## config.mk

```make
export PLATFORM = sky130hd
export DESIGN_NAME = ddr_arbiter
export DESIGN_NICKNAME = d
export VERILOG_FILES = /design/src/rtl/ddr_arbiter.sv
export SDC_FILE = /design/constraint.sdc
export NUM_CORES = 1
export LEC_CHECK = 0
export CORE_AREA = 2 2 210 212
export DETAILED_ROUTE_END_ITERATION = 6
export DIE_AREA = 0 0 212 214
export SYNTH_ARGS = -nofsm -noshare
export SYNTH_HDL_FRONTEND = slang
export SYNTH_SLANG_ARGS = --single-unit
```

## constraint.sdc

```tcl
create_clock -name clk -period 7.9 [get_ports clk]
set_input_delay 1.58 -clock clk [delete_from_list [all_inputs] [get_ports clk]]
set_output_delay 1.58 -clock clk [all_outputs]
set_load 0.05 [all_outputs]
```

## src/rtl/ddr_arbiter.sv

```systemverilog
// Burst-aware two-master arbiter for the shared DDR3 host port.
// Ports: clk, reset_n (sync, active low); per-master a_*/b_* command
//   groups (acquire, addr, wdata, byteenable, burstcnt, read, write)
//   with busy/rdata/rdata_ready returns; host_* muxed command outputs,
//   host_busy/host_rdata/host_rdata_ready inputs; grant (01=A, 10=B).
// Build option DDR_ARB_ROUND_ROBIN_EN: alternate on contested requests
//   instead of fixed A-first priority.
module ddr_arbiter #(
  parameter int CNT_W = 10
) (
  input  logic        clk,
  input  logic        reset_n,
  input  logic        a_acquire,
  input  logic [31:0] a_addr,
  input  logic [63:0] a_wdata,
  input  logic [7:0]  a_byteenable,
  input  logic [7:0]  a_burstcnt,
  input  logic        a_read,
  input  logic        a_write,
  output logic        a_busy,
  output logic [63:0] a_rdata,
  output logic        a_rdata_ready,
  input  logic        b_acquire,
  input  logic [31:0] b_addr,
  input  logic [63:0] b_wdata,
  input  logic [7:0]  b_byteenable,
  input  logic [7:0]  b_burstcnt,
  input  logic        b_read,
  input  logic        b_write,
  output logic        b_busy,
  output logic [63:0] b_rdata,
  output logic        b_rdata_ready,
  output logic [31:0] host_addr,
  output logic [63:0] host_wdata,
  output logic [7:0]  host_byteenable,
  output logic [7:0]  host_burstcnt,
  output logic        host_read,
  output logic        host_write,
  input  logic        host_busy,
  input  logic [63:0] host_rdata,
  input  logic        host_rdata_ready,
  output logic [1:0]  grant
);

  typedef enum logic [1:0] {
    IDLE  = 2'd0,
    OWN_A = 2'd1,
    OWN_B = 2'd2
  } state_t;

  state_t           state;
  state_t           state_nx;
  logic [CNT_W-1:0] outstanding;
  logic [CNT_W-1:0] outstanding_nx;
  logic [7:0]       wbeats;
  logic             wip;
  logic             req_a;
  logic             req_b;
  logic             own_a;
  logic             own_b;
  logic             rd_acc;
  logic             wr_acc;
  logic             beat_ok;
  logic             pick_a;
  logic             idle_x;

  assign req_a = a_acquire | a_read | a_write;
  assign req_b = b_acquire | b_read | b_write;
  assign own_a = (state == OWN_A);
  assign own_b = (state == OWN_B);
  assign grant = {own_b, own_a};

  assign host_addr       = own_b ? b_addr : a_addr;
  assign host_wdata      = own_b ? b_wdata : a_wdata;
  assign host_byteenable = own_b ? b_byteenable : a_byteenable;
  assign host_burstcnt   = own_b ? b_burstcnt : a_burstcnt;
  assign host_read  = (own_a & a_read) | (own_b & b_read);
  assign host_write = (own_a & a_write) | (own_b & b_write);

  assign a_busy  = own_a ? host_busy : 1'b1;
  assign b_busy  = own_b ? host_busy : 1'b1;
  assign a_rdata = host_rdata;
  assign b_rdata = host_rdata;

  assign rd_acc = host_read & ~host_busy;
  assign wr_acc = host_write & ~host_busy;

  // A beat is legal if reads are pending, or a read is being
  // accepted in the same cycle; stray beats are swallowed here.
  assign beat_ok = host_rdata_ready &
                   ((outstanding != '0) | rd_acc);

  assign a_rdata_ready = own_a & beat_ok;
  assign b_rdata_ready = own_b & beat_ok;

  assign wip    = (wbeats != 8'd0);
  assign idle_x = (outstanding == '0) & ~wip;

  always_comb begin
    outstanding_nx = outstanding;
    if (rd_acc)
      outstanding_nx = outstanding_nx + CNT_W'(host_burstcnt);
    if (beat_ok)
      outstanding_nx = outstanding_nx - 1'b1;
  end

`ifdef DDR_ARB_ROUND_ROBIN_EN
  logic last_b;

  assign pick_a = req_a & (~req_b | last_b);

  always_ff @(posedge clk) begin
    if (!reset_n)
      last_b <= 1'b1;
    else if (state != IDLE)
      last_b <= own_b;
  end
`else
  assign pick_a = req_a;
`endif

  always_comb begin
    state_nx = state;
    unique case (state)
      IDLE: begin
        if (pick_a)
          state_nx = OWN_A;
        else if (req_b)
          state_nx = OWN_B;
      end
      OWN_A: begin
        if (!req_a && idle_x)
          state_nx = req_b ? OWN_B : IDLE;
      end
      OWN_B: begin
        if (!req_b && idle_x)
          state_nx = req_a ? OWN_A : IDLE;
      end
      default: state_nx = IDLE;
    endcase
  end

  always_ff @(posedge clk) begin
    if (!reset_n) begin
      state       <= IDLE;
      outstanding <= '0;
      wbeats      <= 8'd0;
    end else begin
      state       <= state_nx;
      outstanding <= outstanding_nx;
      // First beat of a burst loads the remaining count.
      if (wr_acc)
        wbeats <= wip ? wbeats - 8'd1 : host_burstcnt - 8'd1;
    end
  end

endmodule

```

==> impl_metrics.sql, run 1 <==
INSERT INTO impl_metrics (metric_group, metric, value, unit) VALUES
('critical_path', 'worstSetupStartpointType', 'input pin', ''),
('place', 'io_buffers', '353', ''),
('yosys', 'yosysWarnings', '0', ''),
('critical_path', 'worstSetupEndpointType', 'primary output', ''),
('yosys', 'post_synth_edffs', '0', ''),
('sta', 'tcrit_tclk_final', '73.0', '%'),
('floorplanning', 'coreArea', '42900', 'um2'),
('power', 'vdd_ir_drop_max', '111', 'uV'),
('sta', 'max-slew-margin-rel', '48.8', '%'),
('drt', 'route.detailed.vias_per_inst', '3.33', ''),
('clocking', 'postCtsResizedCells', '0', ''),
('clocking', 'setup_bufs_post_cts', '0', ''),
('sta', 'max_slew.worst_pin.slew', '0.766', 'ns'),
('place', 'placed_cells', '1268', ''),
('yosys', 'syn-cell-area', '3990', 'um2'),
('sta', 'clock_period_minus_worst_slack', '5.77', 'ns'),
('yosys', 'share_of_the_synthesized_area_in_the_top_cell_type', '31.6', '%'),
('floorplanning', 'design.die.area', '45400', 'um2'),
('clocking', 'worst_skew_pair.late_latency', '0.26', 'ns'),
('yosys', 'netlist.top_cell.by_area', 'sky130_fd_sc_hd__mux2_2', ''),
('cells_and_area', 'antenna-diode-count', '0', ''),
('yosys', 'yosys-top-cells-count', 'sky130_fd_sc_hd__buf_4, sky130_fd_sc_hd__mux2_2, sky130_fd_sc_hd__nor2_1, sky130_fd_sc_hd__dfxtp_1, sky130_fd_sc_hd__a21oi_1', ''),
('global_routing', 'grt_first_pass_wirelength', '31100', 'um'),
('status', 'outcome', 'completed', ''),
('sta', 'fmax', '0.173', 'GHz'),
('place', 'hpwlAfterDp', '20500', 'um'),
('global_routing', 'grt.total_usage', '9.53', '%'),
('sta', 'setup-tns-final', '0', 'ns'),
('place', 'gp_congestion', '0.803', ''),
('sta', 'setup_repair_after_global_routing_missed_its_margin', 'false', ''),
('sta', 'timing.final.ws_setup', '2.13', 'ns'),
('cells_and_area', 'fill_cells', '4791', ''),
('yosys', 'synth-seq-cells', '20', ''),
('floorplanning', 'io_pins', '546', ''),
('cells_and_area', 'finalCoreUtilization', '17.2', '%'),
('drt', 'antenna_violating_nets_left', '0', ''),
('place', 'detailedPlace.worstSlack', '1.98', 'ns'),
('yosys', 'avgSynthCellArea', '8.43', 'um2'),
('yosys', 'yosys.cell_count.top_type', 'sky130_fd_sc_hd__buf_4', ''),
('yosys', 'yosysUniqueCellTypes', '55', ''),
('clocking', 'max-clock-path-buffers', '2', ''),
('cells_and_area', 'layout.cells.non_filler', '1272', ''),
('power', 'power_per_cell_area', '154', 'nW/um2'),
('sta', 'max_transition_viols_final', '0', ''),
('drt', 'vias', '4242', ''),
('floorplanning', 'die_h', '214', 'um'),
('critical_path', 'required', '6.32', 'ns'),
('yosys', 'synth_top_flop_cell', 'sky130_fd_sc_hd__dfxtp_1', ''),
('clocking', 'tritoncts_clock_tree', 'yes', ''),
('drt', 'detail_route.drc_violations', '0', ''),
('cells_and_area', 'synthToLayoutAreaGrowth', '84.6', '%'),
('flow_run', 'max_cap_violations', '0', ''),
('global_routing', 'vias_in_the_first_global_route', '4576', ''),
('yosys', 'seq_area_frac_synth', '10.0', '%'),
('clocking', 'clk_pin_slew', '0.06', 'ns'),
('clocking', 'clock_tree.root_cell', 'sky130_fd_sc_hd__clkbuf_16', ''),
('power', 'static_leakage', '2.58', 'nW'),
('yosys', 'net_count_after_synthesis', '783', ''),
('critical_path', 'cp_data_arrival_time', '4.19', 'ns'),
('clocking', 'cts_buffers', '3', ''),
('global_routing', 'grt_antenna_before_repair', '1', ''),
('critical_path', 'worstPathMaxFanout', '11', ''),
('drt', 'initialDrtViolationCount', '137', ''),
('yosys', 'synth_area_leaders', 'sky130_fd_sc_hd__mux2_2, sky130_fd_sc_hd__buf_4, sky130_fd_sc_hd__dfxtp_1', ''),
('drt', 'drt_pre_antenna_iters', '4', ''),
('floorplanning', 'num_rows', '76', ''),
('yosys', 'postSynth.asyncResetShare', '0', '%'),
('drt', 'routed_wl', '22900', 'um'),
('clocking', 'cts_max_level', '1', ''),
('sta', 'timing.final.hold_violations', '0', ''),
('cells_and_area', 'design.final.nets', '998', '');
-- critical path: stages --
cell	delay [ns]
sky130_fd_sc_hd__clkdlybuf4s50_1	0.51
sky130_fd_sc_hd__nand3b_1	0.13
sky130_fd_sc_hd__a21oi_1	0.19
sky130_fd_sc_hd__buf_4	0.22
sky130_fd_sc_hd__o21ai_0	0.24
sky130_fd_sc_hd__nor3b_1	0.39
sky130_fd_sc_hd__clkdlybuf4s50_1	0.93
-- cell families (layout without fill, tap and decap cells) --
group	count (synthesis)	after routing	synth area share [%]
adders and majority gates	12	12	3.96
and+or+nand+nor	92	92	11.8
muxes	120	120	33.7
xor gates and xnor gates	12	12	2.64
AOI/OAI and AO/OA	61	61	10.9
DFF	20	20	10.0
buffers and inverters	156	370	27.0
-- routing by layer --
metal	global-route usage (%)	part of all wire, %	vias up	routed length (um)
li1	-	-	1973	-
met1	10.6	38	1942	8690
met2	17.2	50	272	11400
met3	3.06	9.7	55	2220
met4	2.75	2.7	0	611
met5	0	0	-	0
-- final timing paths --
check             from              to  slack, ns  cells past startpoint
min reg2reg  wbeats[4]       wbeats[4]       0.52                      2
max             b_read   a_rdata_ready       2.13                      7
min          wbeats[4]       wbeats[4]       0.52                      2
max reg2reg   state[0]  outstanding[9]       4.23                     12
-- final cells by class --
cell class              count  area, um2  area share (%)
multi-input cells         297       2510            34.1
repair buffers            357       3580            48.6
inverters                   9       36.3           0.493
clock inverters             1       30.0           0.408
well taps                 585        732            9.95
clock buffers               3       75.1            1.02
flip-flops and latches     20        400            5.44
-- cells in the final DEF, fill, tap and decap left out, types with 3 or more instances in the layout --
master                            netlist  final
sky130_fd_sc_hd__a211oi_1               3      3
sky130_fd_sc_hd__a21boi_0               3      3
sky130_fd_sc_hd__a21o_1                 5      5
sky130_fd_sc_hd__a21oi_1               17     17
sky130_fd_sc_hd__a31oi_1                3      3
sky130_fd_sc_hd__and3_1                 3      3
sky130_fd_sc_hd__buf_4                130      3
sky130_fd_sc_hd__clkbuf_16              0      3
sky130_fd_sc_hd__clkdlybuf4s50_1        0    353
sky130_fd_sc_hd__dfxtp_1               20     20
sky130_fd_sc_hd__ha_1                  11     11
sky130_fd_sc_hd__inv_1                  6      6
sky130_fd_sc_hd__mux2_2               112    112
sky130_fd_sc_hd__mux2i_1                8      8
sky130_fd_sc_hd__nand2_1               13     13
sky130_fd_sc_hd__nand2b_1               3      3
sky130_fd_sc_hd__nand3_1                8      8
sky130_fd_sc_hd__nand3b_1               4      4
sky130_fd_sc_hd__nor2_1                26     26
sky130_fd_sc_hd__nor2b_1                4      4
sky130_fd_sc_hd__nor3_1                13     13
sky130_fd_sc_hd__nor3b_1                3      3
sky130_fd_sc_hd__o211ai_1               4      4
sky130_fd_sc_hd__o21ai_0                5      5
sky130_fd_sc_hd__or3_1                  4      4
sky130_fd_sc_hd__xnor2_1                6      6
sky130_fd_sc_hd__xor2_1                 6      6
-- report_power, final --
group	switching [W]	internal (W)	leakage, nW
clock	0.0000426	0.000101	0.0511
combinational	0.000468	0.000367	2.36
sequential	0.0000275	0.000125	0.164
-- metrics by stage --
| stage | power [W] | instance area [um2] | hold slack, ns |
|---|---|---|---|
| after floorplan | 0.000845 | 3990 | 0.485 |
| after global routing | 0.00120 | 7360 | 0.562 |
| after CTS | 0.00114 | 7360 | 0.523 |
| after global placement | 0.000984 | 7250 | 0.506 |
| final | 0.00113 | 7360 | 0.521 |
| after detailed placement | 0.000992 | 7250 | 0.513 |
-- sequential cells by signal, indices dropped and copies added, names as in the netlist --
name,flops
outstanding,10
state,2
wbeats,8
No activity file was read; power rests on OpenSTA's default activity.
==> inputs of run 2 (changes only) <==
- CORE_AREA: 2 2 210 212 -> 2 2 212 214
- DIE_AREA: 0 0 212 214 -> 0 0 214 216
- clock period: 7.9 -> 5.45 ns (I/O delays scaled with it)
==> impl_metrics.sql, run 2 (same netlist as run 1, synthesis figures left out) <==
INSERT INTO impl_metrics (metric_group, metric, value, unit) VALUES
('drt', 'average_detailed_routed_wire_length_per_instance', '20.1', 'um'),
('clocking', 'setup_bufs_post_cts', '0', ''),
('clocking', 'worst_skew_pair.late_latency', '0.26', 'ns'),
('sta', 'clock_period_minus_worst_slack', '4.65', 'ns'),
('floorplanning', 'io_pins', '546', ''),
('critical_path', 'worstSetupStartpointType', 'flip-flop', ''),
('cells_and_area', 'registers.top_by_ff_count', 'outstanding', ''),
('flow_run', 'max_cap_violations', '0', ''),
('global_routing', 'grt.total_usage', '10.4', '%'),
('place', 'hpwlAfterDp', '23800', 'um'),
('cells_and_area', 'design.final.nets', '998', ''),
('critical_path', 'cp_data_arrival_time', '3.56', 'ns'),
('global_routing', 'vias_in_the_first_global_route', '4348', ''),
('sta', 'fmax', '0.215', 'GHz'),
('global_routing', 'grt_start_max_net_pins', '51', ''),
('power', 'power.clock.fraction', '12.4', '%'),
('critical_path', 'r2r-start', 'state[0]', ''),
('power', 'seq_power_share', '13.5', '%'),
('cells_and_area', 'layout_top_registers', 'outstanding x10, wbeats x8, state x2', ''),
('place', 'gp_congestion', '0.808', ''),
('cells_and_area', 'most_used_cells_in_the_layout_excluding_fill_and_tap_cells', 'sky130_fd_sc_hd__clkdlybuf4s50_1, sky130_fd_sc_hd__mux2_2, sky130_fd_sc_hd__nor2_1', ''),
('global_routing', 'grt_overflow', '0', ''),
('floorplanning', 'die_h', '216', 'um'),
('critical_path', 'regToRegSetupSlack', '1.38', 'ns'),
('cells_and_area', 'synthToLayoutAreaGrowth', '85.5', '%'),
('drt', 'routed_wl', '25900', 'um'),
('cells_and_area', 'layout.cells.non_filler', '1286', ''),
('drt', 'detail_route.drc_violations', '0', ''),
('place', 'io_buffers', '353', ''),
('global_routing', 'grt_first_pass_wirelength', '34100', 'um'),
('floorplanning', 'die_width', '214', 'um'),
('floorplanning', 'num_rows', '77', ''),
('critical_path', 'required', '4.36', 'ns'),
('drt', 'vias', '4273', ''),
('cells_and_area', 'layout_commonest_cell', 'sky130_fd_sc_hd__clkdlybuf4s50_1', ''),
('power', 'internal-power', '0.000863', 'W'),
('place', 'placed_cells', '1275', ''),
('sta', 'setup-tns-final', '0', 'ns'),
('clocking', 'postCtsResizedCells', '0', ''),
('critical_path', 'critPathKind', 'reg2out', ''),
('cells_and_area', 'largest_register_ff_count', '10', ''),
('critical_path', 'worstSetupEndpointType', 'primary output', ''),
('drt', 'antenna_violating_nets_left', '0', ''),
('hold_path', 'holdPathEnd', 'wbeats[1]', ''),
('sta', 'max-slew-margin-rel', '38.6', '%'),
('status', 'outcome', 'completed', ''),
('sta', 'tcrit_tclk_final', '85.4', '%'),
('floorplanning', 'design.die.area', '46200', 'um2'),
('hold_path', 'worst_hold_path_type', 'reg2reg', ''),
('clocking', 'cts_max_level', '1', ''),
('place', 'placement.cell_area', '7270', 'um2'),
('clocking', 'cts_buffers', '3', ''),
('power', 'vdd_ir_drop_max', '160', 'uV'),
('power', 'post_layout_total_power', '0.00165', 'W'),
('floorplanning', 'coreArea', '43800', 'um2'),
('hold_path', 'hold_path.startpoint', 'wbeats[1]', ''),
('global_routing', 'grt_antenna_before_repair', '13', ''),
('power', 'power.share.combinational', '74.0', '%'),
('sta', 'timing.final.hold_violations', '0', ''),
('critical_path', 'r2r_cells', '11', ''),
('critical_path', 'worstPathMaxFanout', '50', ''),
('power', 'power_per_cell_area', '223', 'nW/um2'),
('clocking', 'tritoncts_clock_tree', 'yes', ''),
('power', 'static_leakage', '2.59', 'nW'),
('floorplanning', 'effective_utilization_at_floorplan', '9.09', '%'),
('clocking', 'clk_pin_slew', '0.06', 'ns'),
('clocking', 'cts_hold_buffers', '0', ''),
('sta', 'report.final.setup_viol', '0', ''),
('power', 'power.share.switching', '47.6', '%'),
('sta', 'max_slew.worst_pin.slew', '0.921', 'ns'),
('hold_path', 'timing.hold.worst_path_depth', '2', ''),
('clocking', 'tritoncts_num_sinks', '20', ''),
('power', 'total_switching_power', '0.000784', 'W'),
('sta', 'timing.clock.skew', '0.0103', 'ns'),
('sta', 'setup_repair_after_global_routing_missed_its_margin', 'false', ''),
('drt', 'drt_pre_antenna_iters', '4', ''),
('drt', 'initialDrtViolationCount', '225', ''),
('clocking', 'clock_tree.root_cell', 'sky130_fd_sc_hd__clkbuf_16', ''),
('drt', 'route.detailed.vias_per_inst', '3.32', ''),
('clocking', 'max-clock-path-buffers', '2', ''),
('sta', 'max_transition_viols_final', '0', ''),
('cells_and_area', 'post_route_cells_drive_above_1_share', '19.1', '%'),
('cells_and_area', 'final_area', '7390', 'um2'),
('critical_path', 'end_of_the_worst_register_to_register_path', 'outstanding[9]', '');
run 2: layout make-up:
cell class,count,area (um2)
fill,4922,36400
timing repair buffer,357,3580
multi-input combinational,297,2510
tap,592,741
sequential,20,400
clock buffer,3,75.1
inverter,9,36.3
clock inverter,1,30.0
antenna,7,17.5
run 2: stage by stage:
step	hold WS (ns)	setup slack, ns	utilization [%]
floorplan	0.485	1.36	-
finish	0.513	0.795	16.9
detailed placement	0.507	0.969	16.6
CTS	0.513	0.695	16.8
global placement	0.503	1.02	16.6
global route	0.538	0.597	16.8
run 2: how the worst max path moves through the flow:
| stage | cells past startpoint | to | start | slack (ns) |
|---|---|---|---|---|
| 2_1_floorplan | 5 | a_rdata_ready | a_read | 1.36 |
| 3_3_place_gp | 5 | host_addr[4] | state[1] | 1.02 |
| 3_5_place_dp | 5 | host_addr[4] | state[1] | 0.97 |
| 4_1_cts | 5 | host_addr[4] | state[1] | 0.70 |
| 5_1_grt | 5 | host_addr[4] | state[1] | 0.60 |
| 6_report | 5 | host_addr[10] | state[1] | 0.80 |
run 2: per-layer routing:
layer	vias up	global-route usage (%)	part of all wire, %
li1	1987	-	-
met4	10	3.89	5.0
met2	306	18.4	48
met5	-	0	0.26
met1	1921	11.0	35
met3	49	4.55	12
run 2: power groups by stage:
stage	clock [W]	sequential (W)	combinational, W
5_1_grt	0.000216	0.000226	0.00130
4_1_cts	0.000209	0.000222	0.00123
3_5_place_dp	0	0.000225	0.00122
2_1_floorplan	0	0.000210	0.00101
6_report	0.000205	0.000223	0.00122
3_3_place_gp	0	0.000224	0.00122
run 2: critical path, cell delays in order, from the launching register on:
cell and delay, ns:
sky130_fd_sc_hd__dfxtp_1 0.48, sky130_fd_sc_hd__nand2b_1 0.55, sky130_fd_sc_hd__inv_4 0.68, sky130_fd_sc_hd__buf_12 0.34, sky130_fd_sc_hd__mux2_2 0.46, sky130_fd_sc_hd__clkdlybuf4s50_1 0.75
